--- config.mk ---
export PLATFORM = sky130hd
export DESIGN_NAME = decode_issue_controller_flat
export DESIGN_NICKNAME = d
export VERILOG_FILES = /design/src/rtl/decode_issue_controller_if.sv /design/src/rtl/decode_issue_controller.sv /design/src/flat_wrapper.sv
export SDC_FILE = /design/constraint.sdc
export NUM_CORES = 1
export LEC_CHECK = 0
export ABC_AREA = 0
export CORE_MARGIN = 5
export CORE_UTILIZATION = 52
export CTS_CLUSTER_DIAMETER = 40
export CTS_CLUSTER_SIZE = 25
export DETAILED_ROUTE_END_ITERATION = 12
export PLACE_DENSITY = 0.95
export SLEW_MARGIN = 20
export SYNTH_ARGS = -nofsm -noshare
export SYNTH_HDL_FRONTEND = slang
export SYNTH_SLANG_ARGS = --single-unit
--- constraint.sdc ---
create_clock -name clk -period 4.65 [get_ports clk]
set_clock_uncertainty 0.2 [all_clocks]
set_input_delay 0.6975 -clock clk [delete_from_list [all_inputs] [get_ports clk]]
set_output_delay 0.6975 -clock clk [all_outputs]
set_load 0.005 [all_outputs]
--- src/rtl/decode_issue_controller_if.sv ---
// ----------------------------------------------------------------------------
// decode_issue_pkg / decode_issue_if
//
// decode_issue_pkg holds the instruction/PC widths, the decoded opcode class
// and the decoded_instruction_t record handed from decode to execute.
//
// decode_issue_if bundles the decode stage's handshake and bus signals:
//   in_valid/in_ready/in_instr/in_pc       fetch -> decode handshake
//   out_valid/out_ready/out_pc/out_decoded decode -> execute handshake
//   wb_valid/wb_rd                         register write retiring
//   flush                                  redirect, discard held instruction
// Modports: master = environment side (fetch/execute/writeback),
//           slave  = the decode_issue_controller.
// ----------------------------------------------------------------------------
package decode_issue_pkg;

    localparam int ILEN = 32;
    localparam int XLEN = 32;

    typedef enum logic [3:0] {
        OPCODE_LUI,
        OPCODE_AUIPC,
        OPCODE_JAL,
        OPCODE_JALR,
        OPCODE_BRANCH,
        OPCODE_LOAD,
        OPCODE_STORE,
        OPCODE_OP_IMM,
        OPCODE_OP,
        OPCODE_UNKNOWN
    } opcode_e;

    typedef struct packed {
        opcode_e         opcode;
        logic [4:0]      rd;
        logic [4:0]      rs1;
        logic [4:0]      rs2;
        logic [2:0]      funct3;
        logic [6:0]      funct7;
        logic [XLEN-1:0] i_imm;
        logic [XLEN-1:0] s_imm;
        logic [XLEN-1:0] b_imm;
        logic [XLEN-1:0] u_imm;
        logic [XLEN-1:0] j_imm;
    } decoded_instruction_t;

endpackage

interface decode_issue_if;

    logic                                   in_valid;
    logic                                   in_ready;
    logic [decode_issue_pkg::ILEN-1:0]      in_instr;
    logic [decode_issue_pkg::XLEN-1:0]      in_pc;
    logic                                   out_valid;
    logic                                   out_ready;
    logic [decode_issue_pkg::XLEN-1:0]      out_pc;
    decode_issue_pkg::decoded_instruction_t out_decoded;
    logic                                   wb_valid;
    logic [4:0]                             wb_rd;
    logic                                   flush;

    modport master (
        output in_valid, in_instr, in_pc, out_ready, wb_valid, wb_rd, flush,
        input  in_ready, out_valid, out_pc, out_decoded
    );

    modport slave (
        input  in_valid, in_instr, in_pc, out_ready, wb_valid, wb_rd, flush,
        output in_ready, out_valid, out_pc, out_decoded
    );

endinterface

--- src/rtl/decode_issue_controller.sv ---
// ----------------------------------------------------------------------------
// decode_issue_controller
//
// Decode-stage sequencer. One holding slot captures a fetched instruction,
// instruction_decoder decodes it, and a per-register scoreboard of in-flight
// writes blocks issue on RAW hazards (and on counter saturation). Writeback
// retires scoreboard entries; flush empties the slot but keeps the counts.
//
// Ports:
//   clk            sole clock, rising edge
//   reset_n        asynchronous active-low reset
//   bus            decode_issue_if.slave (fetch, execute, writeback, flush)
//   stall_cycles   [31:0] cycles spent holding a hazard-stalled instruction
//                  (present only when DECODE_STALL_COUNTER_EN is defined)
//
// Parameters:
//   SB_CNT_W       width of each outstanding-write counter (max 2^SB_CNT_W-1)
//
// Optional feature macro: DECODE_STALL_COUNTER_EN
// ----------------------------------------------------------------------------

// Pure field extraction plus opcode classification for RV32I base opcodes.
module instruction_decoder
    import decode_issue_pkg::*;
(
    input  logic [ILEN-1:0]      instr,
    output decoded_instruction_t decoded
);

    always_comb begin
        // NOTE: every combinational output gets a default first so no path
        // leaves it unassigned, which would infer a latch.
        decoded        = '0;
        decoded.rd     = instr[11:7];
        decoded.rs1    = instr[19:15];
        decoded.rs2    = instr[24:20];
        decoded.funct3 = instr[14:12];
        decoded.funct7 = instr[31:25];
        decoded.i_imm  = {{20{instr[31]}}, instr[31:20]};
        decoded.s_imm  = {{20{instr[31]}}, instr[31:25], instr[11:7]};
        decoded.b_imm  = {{19{instr[31]}}, instr[31], instr[7], instr[30:25], instr[11:8], 1'b0};
        decoded.u_imm  = {instr[31:12], 12'b0};
        decoded.j_imm  = {{11{instr[31]}}, instr[31], instr[19:12], instr[20], instr[30:21], 1'b0};
        case (instr[6:0])
            7'b0110111: decoded.opcode = OPCODE_LUI;
            7'b0010111: decoded.opcode = OPCODE_AUIPC;
            7'b1101111: decoded.opcode = OPCODE_JAL;
            7'b1100111: decoded.opcode = OPCODE_JALR;
            7'b1100011: decoded.opcode = OPCODE_BRANCH;
            7'b0000011: decoded.opcode = OPCODE_LOAD;
            7'b0100011: decoded.opcode = OPCODE_STORE;
            7'b0010011: decoded.opcode = OPCODE_OP_IMM;
            7'b0110011: decoded.opcode = OPCODE_OP;
            default:    decoded.opcode = OPCODE_UNKNOWN;
        endcase
    end

endmodule

module decode_issue_controller
    import decode_issue_pkg::*;
#(
    parameter int SB_CNT_W = 2
) (
    input  logic         clk,
    input  logic         reset_n,
    decode_issue_if.slave bus
`ifdef DECODE_STALL_COUNTER_EN
    ,
    output logic [31:0]  stall_cycles
`endif
);

    typedef enum logic {
        ST_EMPTY,
        ST_HOLD
    } state_e;

    localparam logic [SB_CNT_W-1:0] CNT_MAX = '1;

    state_e               state_q, state_d;
    logic [ILEN-1:0]      instr_q;
    logic [XLEN-1:0]      pc_q;
    decoded_instruction_t dec;

    // One outstanding-write counter per architectural register; entry 0 is
    // never written because x0 is never tracked.
    logic [SB_CNT_W-1:0]  cnt_q [32];

    logic rs1_used, rs2_used, rd_written, hazard;
    logic out_valid, issue, in_ready, accept;
    logic [31:0] inc_vec, dec_vec;

    instruction_decoder u_decoder (
        .instr   (instr_q),
        .decoded (dec)
    );

    // ------------------------------------------------------------------
    // Register usage and hazard detection for the held instruction.
    // ------------------------------------------------------------------
    always_comb begin
        rs1_used   = (dec.opcode inside {OPCODE_JALR, OPCODE_OP_IMM, OPCODE_OP,
                                         OPCODE_BRANCH, OPCODE_LOAD, OPCODE_STORE})
                     && (dec.rs1 != 5'd0);
        rs2_used   = (dec.opcode inside {OPCODE_OP, OPCODE_BRANCH, OPCODE_STORE})
                     && (dec.rs2 != 5'd0);
        rd_written = (dec.opcode inside {OPCODE_LUI, OPCODE_AUIPC, OPCODE_JAL, OPCODE_JALR,
                                         OPCODE_OP_IMM, OPCODE_OP, OPCODE_LOAD})
                     && (dec.rd != 5'd0);
        // The rd term stalls a writer whose counter is already saturated, so
        // an issue can never overflow it.
        hazard     = (rs1_used   && (cnt_q[dec.rs1] != '0))
                  || (rs2_used   && (cnt_q[dec.rs2] != '0))
                  || (rd_written && (cnt_q[dec.rd]  == CNT_MAX));
    end

    // ------------------------------------------------------------------
    // Handshakes and next-state logic. Flush masks both handshakes.
    // ------------------------------------------------------------------
    always_comb begin
        out_valid = (state_q == ST_HOLD) && !hazard && !bus.flush;
        issue     = out_valid && bus.out_ready;
        // Pass-through: the slot frees in the same cycle it issues.
        in_ready  = (state_q == ST_EMPTY) || issue;
        accept    = bus.in_valid && in_ready && !bus.flush;

        state_d = state_q;
        if (bus.flush)
            state_d = ST_EMPTY;
        else if (accept)
            state_d = ST_HOLD;
        else if (issue)
            state_d = ST_EMPTY;
    end

    always_ff @(posedge clk or negedge reset_n) begin
        // NOTE: sequential state uses non-blocking assignments so every
        // register samples pre-edge values regardless of statement order.
        if (!reset_n) begin
            state_q <= ST_EMPTY;
            instr_q <= '0;
            pc_q    <= '0;
        end else begin
            state_q <= state_d;
            if (accept) begin
                instr_q <= bus.in_instr;
                pc_q    <= bus.in_pc;
            end
        end
    end

    // ------------------------------------------------------------------
    // Scoreboard. An issue and a writeback on the same register in the
    // same cycle cancel; a lone writeback at zero is ignored.
    // ------------------------------------------------------------------
    always_comb begin
        inc_vec = '0;
        dec_vec = '0;
        for (int i = 1; i < 32; i++) begin
            inc_vec[i] = issue && rd_written && (dec.rd == 5'(i));
            dec_vec[i] = bus.wb_valid && (bus.wb_rd == 5'(i));
        end
    end

    always_ff @(posedge clk or negedge reset_n) begin
        // NOTE: this array is reset, unlike a data RAM, because the counts
        // are control state that must start at zero for hazards to be right.
        if (!reset_n) begin
            for (int i = 0; i < 32; i++)
                cnt_q[i] <= '0;
        end else begin
            for (int i = 1; i < 32; i++) begin
                if (inc_vec[i] && !dec_vec[i])
                    cnt_q[i] <= cnt_q[i] + SB_CNT_W'(1);
                else if (dec_vec[i] && !inc_vec[i] && (cnt_q[i] != '0))
                    cnt_q[i] <= cnt_q[i] - SB_CNT_W'(1);
            end
        end
    end

`ifdef DECODE_STALL_COUNTER_EN
    // Counts cycles in which a held instruction is blocked by a hazard;
    // wraps naturally at 2^32.
    always_ff @(posedge clk or negedge reset_n) begin
        if (!reset_n)
            stall_cycles <= '0;
        else if ((state_q == ST_HOLD) && hazard && !bus.flush)
            stall_cycles <= stall_cycles + 32'd1;
    end
`endif

    assign bus.in_ready    = in_ready;
    assign bus.out_valid   = out_valid;
    assign bus.out_pc      = pc_q;
    assign bus.out_decoded = dec;

endmodule

--- src/flat_wrapper.sv ---
// flat-port wrapper written by rule: the top's interface ports become plain ports
module decode_issue_controller_flat import decode_issue_pkg::*;
#(
    parameter int SB_CNT_W = 2
)
  (clk, reset_n, bus_in_valid, bus_in_instr, bus_in_pc, bus_out_ready, bus_wb_valid, bus_wb_rd, bus_flush, bus_in_ready, bus_out_valid, bus_out_pc, bus_out_decoded);
  decode_issue_if bus_i ();
  input  logic clk;
  input  logic reset_n;
  input wire logic [$bits(bus_i.in_valid)-1:0] bus_in_valid;
  input wire logic [$bits(bus_i.in_instr)-1:0] bus_in_instr;
  input wire logic [$bits(bus_i.in_pc)-1:0] bus_in_pc;
  input wire logic [$bits(bus_i.out_ready)-1:0] bus_out_ready;
  input wire logic [$bits(bus_i.wb_valid)-1:0] bus_wb_valid;
  input wire logic [$bits(bus_i.wb_rd)-1:0] bus_wb_rd;
  input wire logic [$bits(bus_i.flush)-1:0] bus_flush;
  output wire logic [$bits(bus_i.in_ready)-1:0] bus_in_ready;
  output wire logic [$bits(bus_i.out_valid)-1:0] bus_out_valid;
  output wire logic [$bits(bus_i.out_pc)-1:0] bus_out_pc;
  output wire logic [$bits(bus_i.out_decoded)-1:0] bus_out_decoded;
  assign bus_i.in_valid = bus_in_valid;
  assign bus_i.in_instr = bus_in_instr;
  assign bus_i.in_pc = bus_in_pc;
  assign bus_i.out_ready = bus_out_ready;
  assign bus_i.wb_valid = bus_wb_valid;
  assign bus_i.wb_rd = bus_wb_rd;
  assign bus_i.flush = bus_flush;
  assign bus_in_ready = bus_i.in_ready;
  assign bus_out_valid = bus_i.out_valid;
  assign bus_out_pc = bus_i.out_pc;
  assign bus_out_decoded = bus_i.out_decoded;
  decode_issue_controller #(.SB_CNT_W(SB_CNT_W)) u_core (.clk(clk), .reset_n(reset_n), .bus(bus_i));
endmodule
==> out/results.ini <==
[run_status]
status = completed

[timing]
fin_crit_ns = 4.41
relSlewSlack_pct = 34.2
rsz0062_at_grt = false
setup_viol = 0
drv_slew = 0
finalHoldViolCount = 0
finalCritPeriodShare_pct = 94.8
tns_ns = 0
worstMarginPinSlew_ns = 0.984
fmax_mhz = 227

[pwr]
power_mw = 4.72
p_per_area_mw_per_mm2 = 397
vdd_drop_max_mv = 0.310
leakage_nw = 4.56

[yosys]
synth_top_cells_by_count = buf_4 (187), dfrtp_1 (127), nand2_1 (85)
synth_mux_area_share_pct = 10.7
synthCells = 1062
avgSynthCellArea_um2 = 9.14
yosysSeqAreaShare_pct = 32.7
synth.largest_area_cell = dfrtp_1
synth_compound_area_share_pct = 12.1
synth-edff-count = 0
synth_fa_ha_area_share_pct = 0
ys_ff_latch = 127
yosys_warnings = 2
synth_top_area_share_pct = 32.7
synth_xor_area_share_pct = 2.62
synth-simple-area-share_pct = 23.0
synthTopCellsByArea = dfrtp_1 (33%), buf_4 (14%), mux2_2 (5.3%), nand2_1 (3.3%), nor2_1 (2.6%)
synth_most_common_cell = buf_4
synthFlopType = dfrtp_1
yosys.cell_types.count = 77
synth_top_family_by_area = simple AND/OR/NAND/NOR gates
synth_area_mm2 = 0.00970
async_reset_ff_share_pct = 100

[clock_network]
clk_pin_slew_ns = 0.06
cts_max_path_buffers = 2
cts-root-buf = clkbuf_16
cts_hold_buffers = 0
postCtsSetupBuffers = 0
worstSkewPairLatency_ns = 0.42
cts_sinks = 127
ctsResizeCount = 0
cts.htree.levels = 4
cts_tree = done
cts_made_buffers = 17

[final_layout]
num-fill-cells = 1414
final_layout_size_suffix_gt1_share_pct = 12.1
stdcell_count = 1405
nets = 1233
diodes = 0
syn_to_final_growth_pct = 22.6

[min_path]
hp-class = in2async

[critical_path]
crit_family = simple AND/OR/NAND/NOR gates
slowest_stage = dfrtp_1
cp_max_fo = 21
max_stage_delay_ns = 0.84
cp-start-kind = register
required_ns = 3.75
critPathCaptureType = primary output
path_cells = mux4_2, or2_1, a21oi_1, a2111o_1, nand3_2, nor3_4, nand2_1, nand2_1, clkdlybuf4s50_1
crit_buf_inv = 1
path_class = reg2out
crit_top_cell = nand2_1
critPathArrivalTime_ns = 3.51

[floorplanning]
placementRows = 50
die-area_mm2 = 0.0215
initial_core_util_pct = 52.4
core-area_mm2 = 0.0185
die_w_um = 147
die_height_um = 147
io_pins = 298

[place]
gp_congestion = 0.953
numPortBuffers = 283
placed_cells = 1373
dp_hpwl_um = 22800

[drt]
drt_wl_total_um = 30600
first_pass_iters = 6
drtIter0Drc = 1281
drtAntennaViolNets = 0
drt-wirelength-per-cell_um = 21.8
vias = 8724
drc = 0
vias_per_cell = 6.21

[global_routing]
grt_max_degree = 78
grt_pass1_wl_um = 47000
grtUsageTotal_pct = 27.4
grt-ovfl-total = 0
grt_antenna_before_repair = 0
grt_pass1_vias = 8338

[flow_run]
max_cap_viol_count = 0

[sequential cells by signal (all words and copies together), names as in the netlist]
| signal | count |
|---|---|
| u_core.instr_q | 32 |
| u_core.state_q | 1 |
| u_core.bus.out_pc | 32 |
| u_core.cnt_q | 62 |
[metrics by stage]
stage                     instance area, µm²  utilization, %  setup WS [ns]  hold slack (ns)
final                                  11900            64.2          0.240            0.172
after CTS                              11900            64.2          0.243            0.220
after global placement                 11300            61.2          0.648            0.273
after global routing                   11900            64.2         0.0555            0.249
after detailed placement               11300            61.2          0.632            0.284
after floorplan                         9750               -           1.58            0.202
[per-layer routing]
layer  share of wire, %  global-route usage [%]  routed length (µm)
met2                 50                    46.7               15200
met4                3.4                    10.6                1040
met1                 38                    34.0               11600
met5                  0                       0                   0
met3                9.2                    5.90                2820
[worst reg2reg max path, delay by kind of cell, from the launching register on]
| family | cells | cell delay [ns] |
|---|---|---|
| mux | 1 | 0.59 |
| flops | 1 | 0.84 |
| buf+inv | 2 | 0.66 |
| simple gates | 3 | 1.14 |
| compound gates | 4 | 0.64 |
[path summary, 6_finish.rpt]
path	startpoint	to	slack [ns]	depth (start not counted)
worst max-delay path	u_core.instr_q[7]	bus_in_ready	0.24	9
worst max register to register	u_core.instr_q[7]	u_core.cnt_q[44]	0.52	10
worst min-delay path	reset_n	u_core.cnt_q[30]	0.17	1
worst min register to register	u_core.bus.out_pc[10]	u_core.bus.out_pc[10]	0.29	1
min in group clk	u_core.bus.out_pc[10]	u_core.bus.out_pc[10]	0.29	1
max in group asynchronous	reset_n	u_core.bus.out_pc[30]	3.11	2
[cell type report]
class	count	area [µm²]	share of cell area (%)
Tap cell	234	293	2.46
Multi-Input combinational cell	684	4770	40.1
Clock inverter	13	109	0.915
Inverter	25	93.8	0.789
Timing Repair Buffer	303	3010	25.3
Sequential cell	127	3180	26.8
Clock buffer	19	443	3.72
[cells by family (layout without fill, tap and decap cells)]
group | count (synthesis) | count (layout)
AND/OR/NAND/NOR | 386 | 386
flip-flops | 127 | 127
multiplexers | 82 | 82
buffers and inverters | 264 | 360
other | 1 | 14
AO/OA/AOI/OAI | 173 | 173
XOR/XNOR | 29 | 29
[report_power, final]
part / internal, mW / switching, mW
logic: 1.07 / 0.696
clock network: 0.706 / 0.543
registers: 1.30 / 0.402
[cell usage in the layout (no fill, tap or decap), types with 32 or more instances in the layout]
master             n
clkdlybuf4s50_1  282
dfrtp_1          126
nand2_1           85
nor2_1            66
mux2_2            46
nand3_1           38
nor3_1            37
o21ai_0           32
No activity file was read; power rests on OpenSTA's default activity.
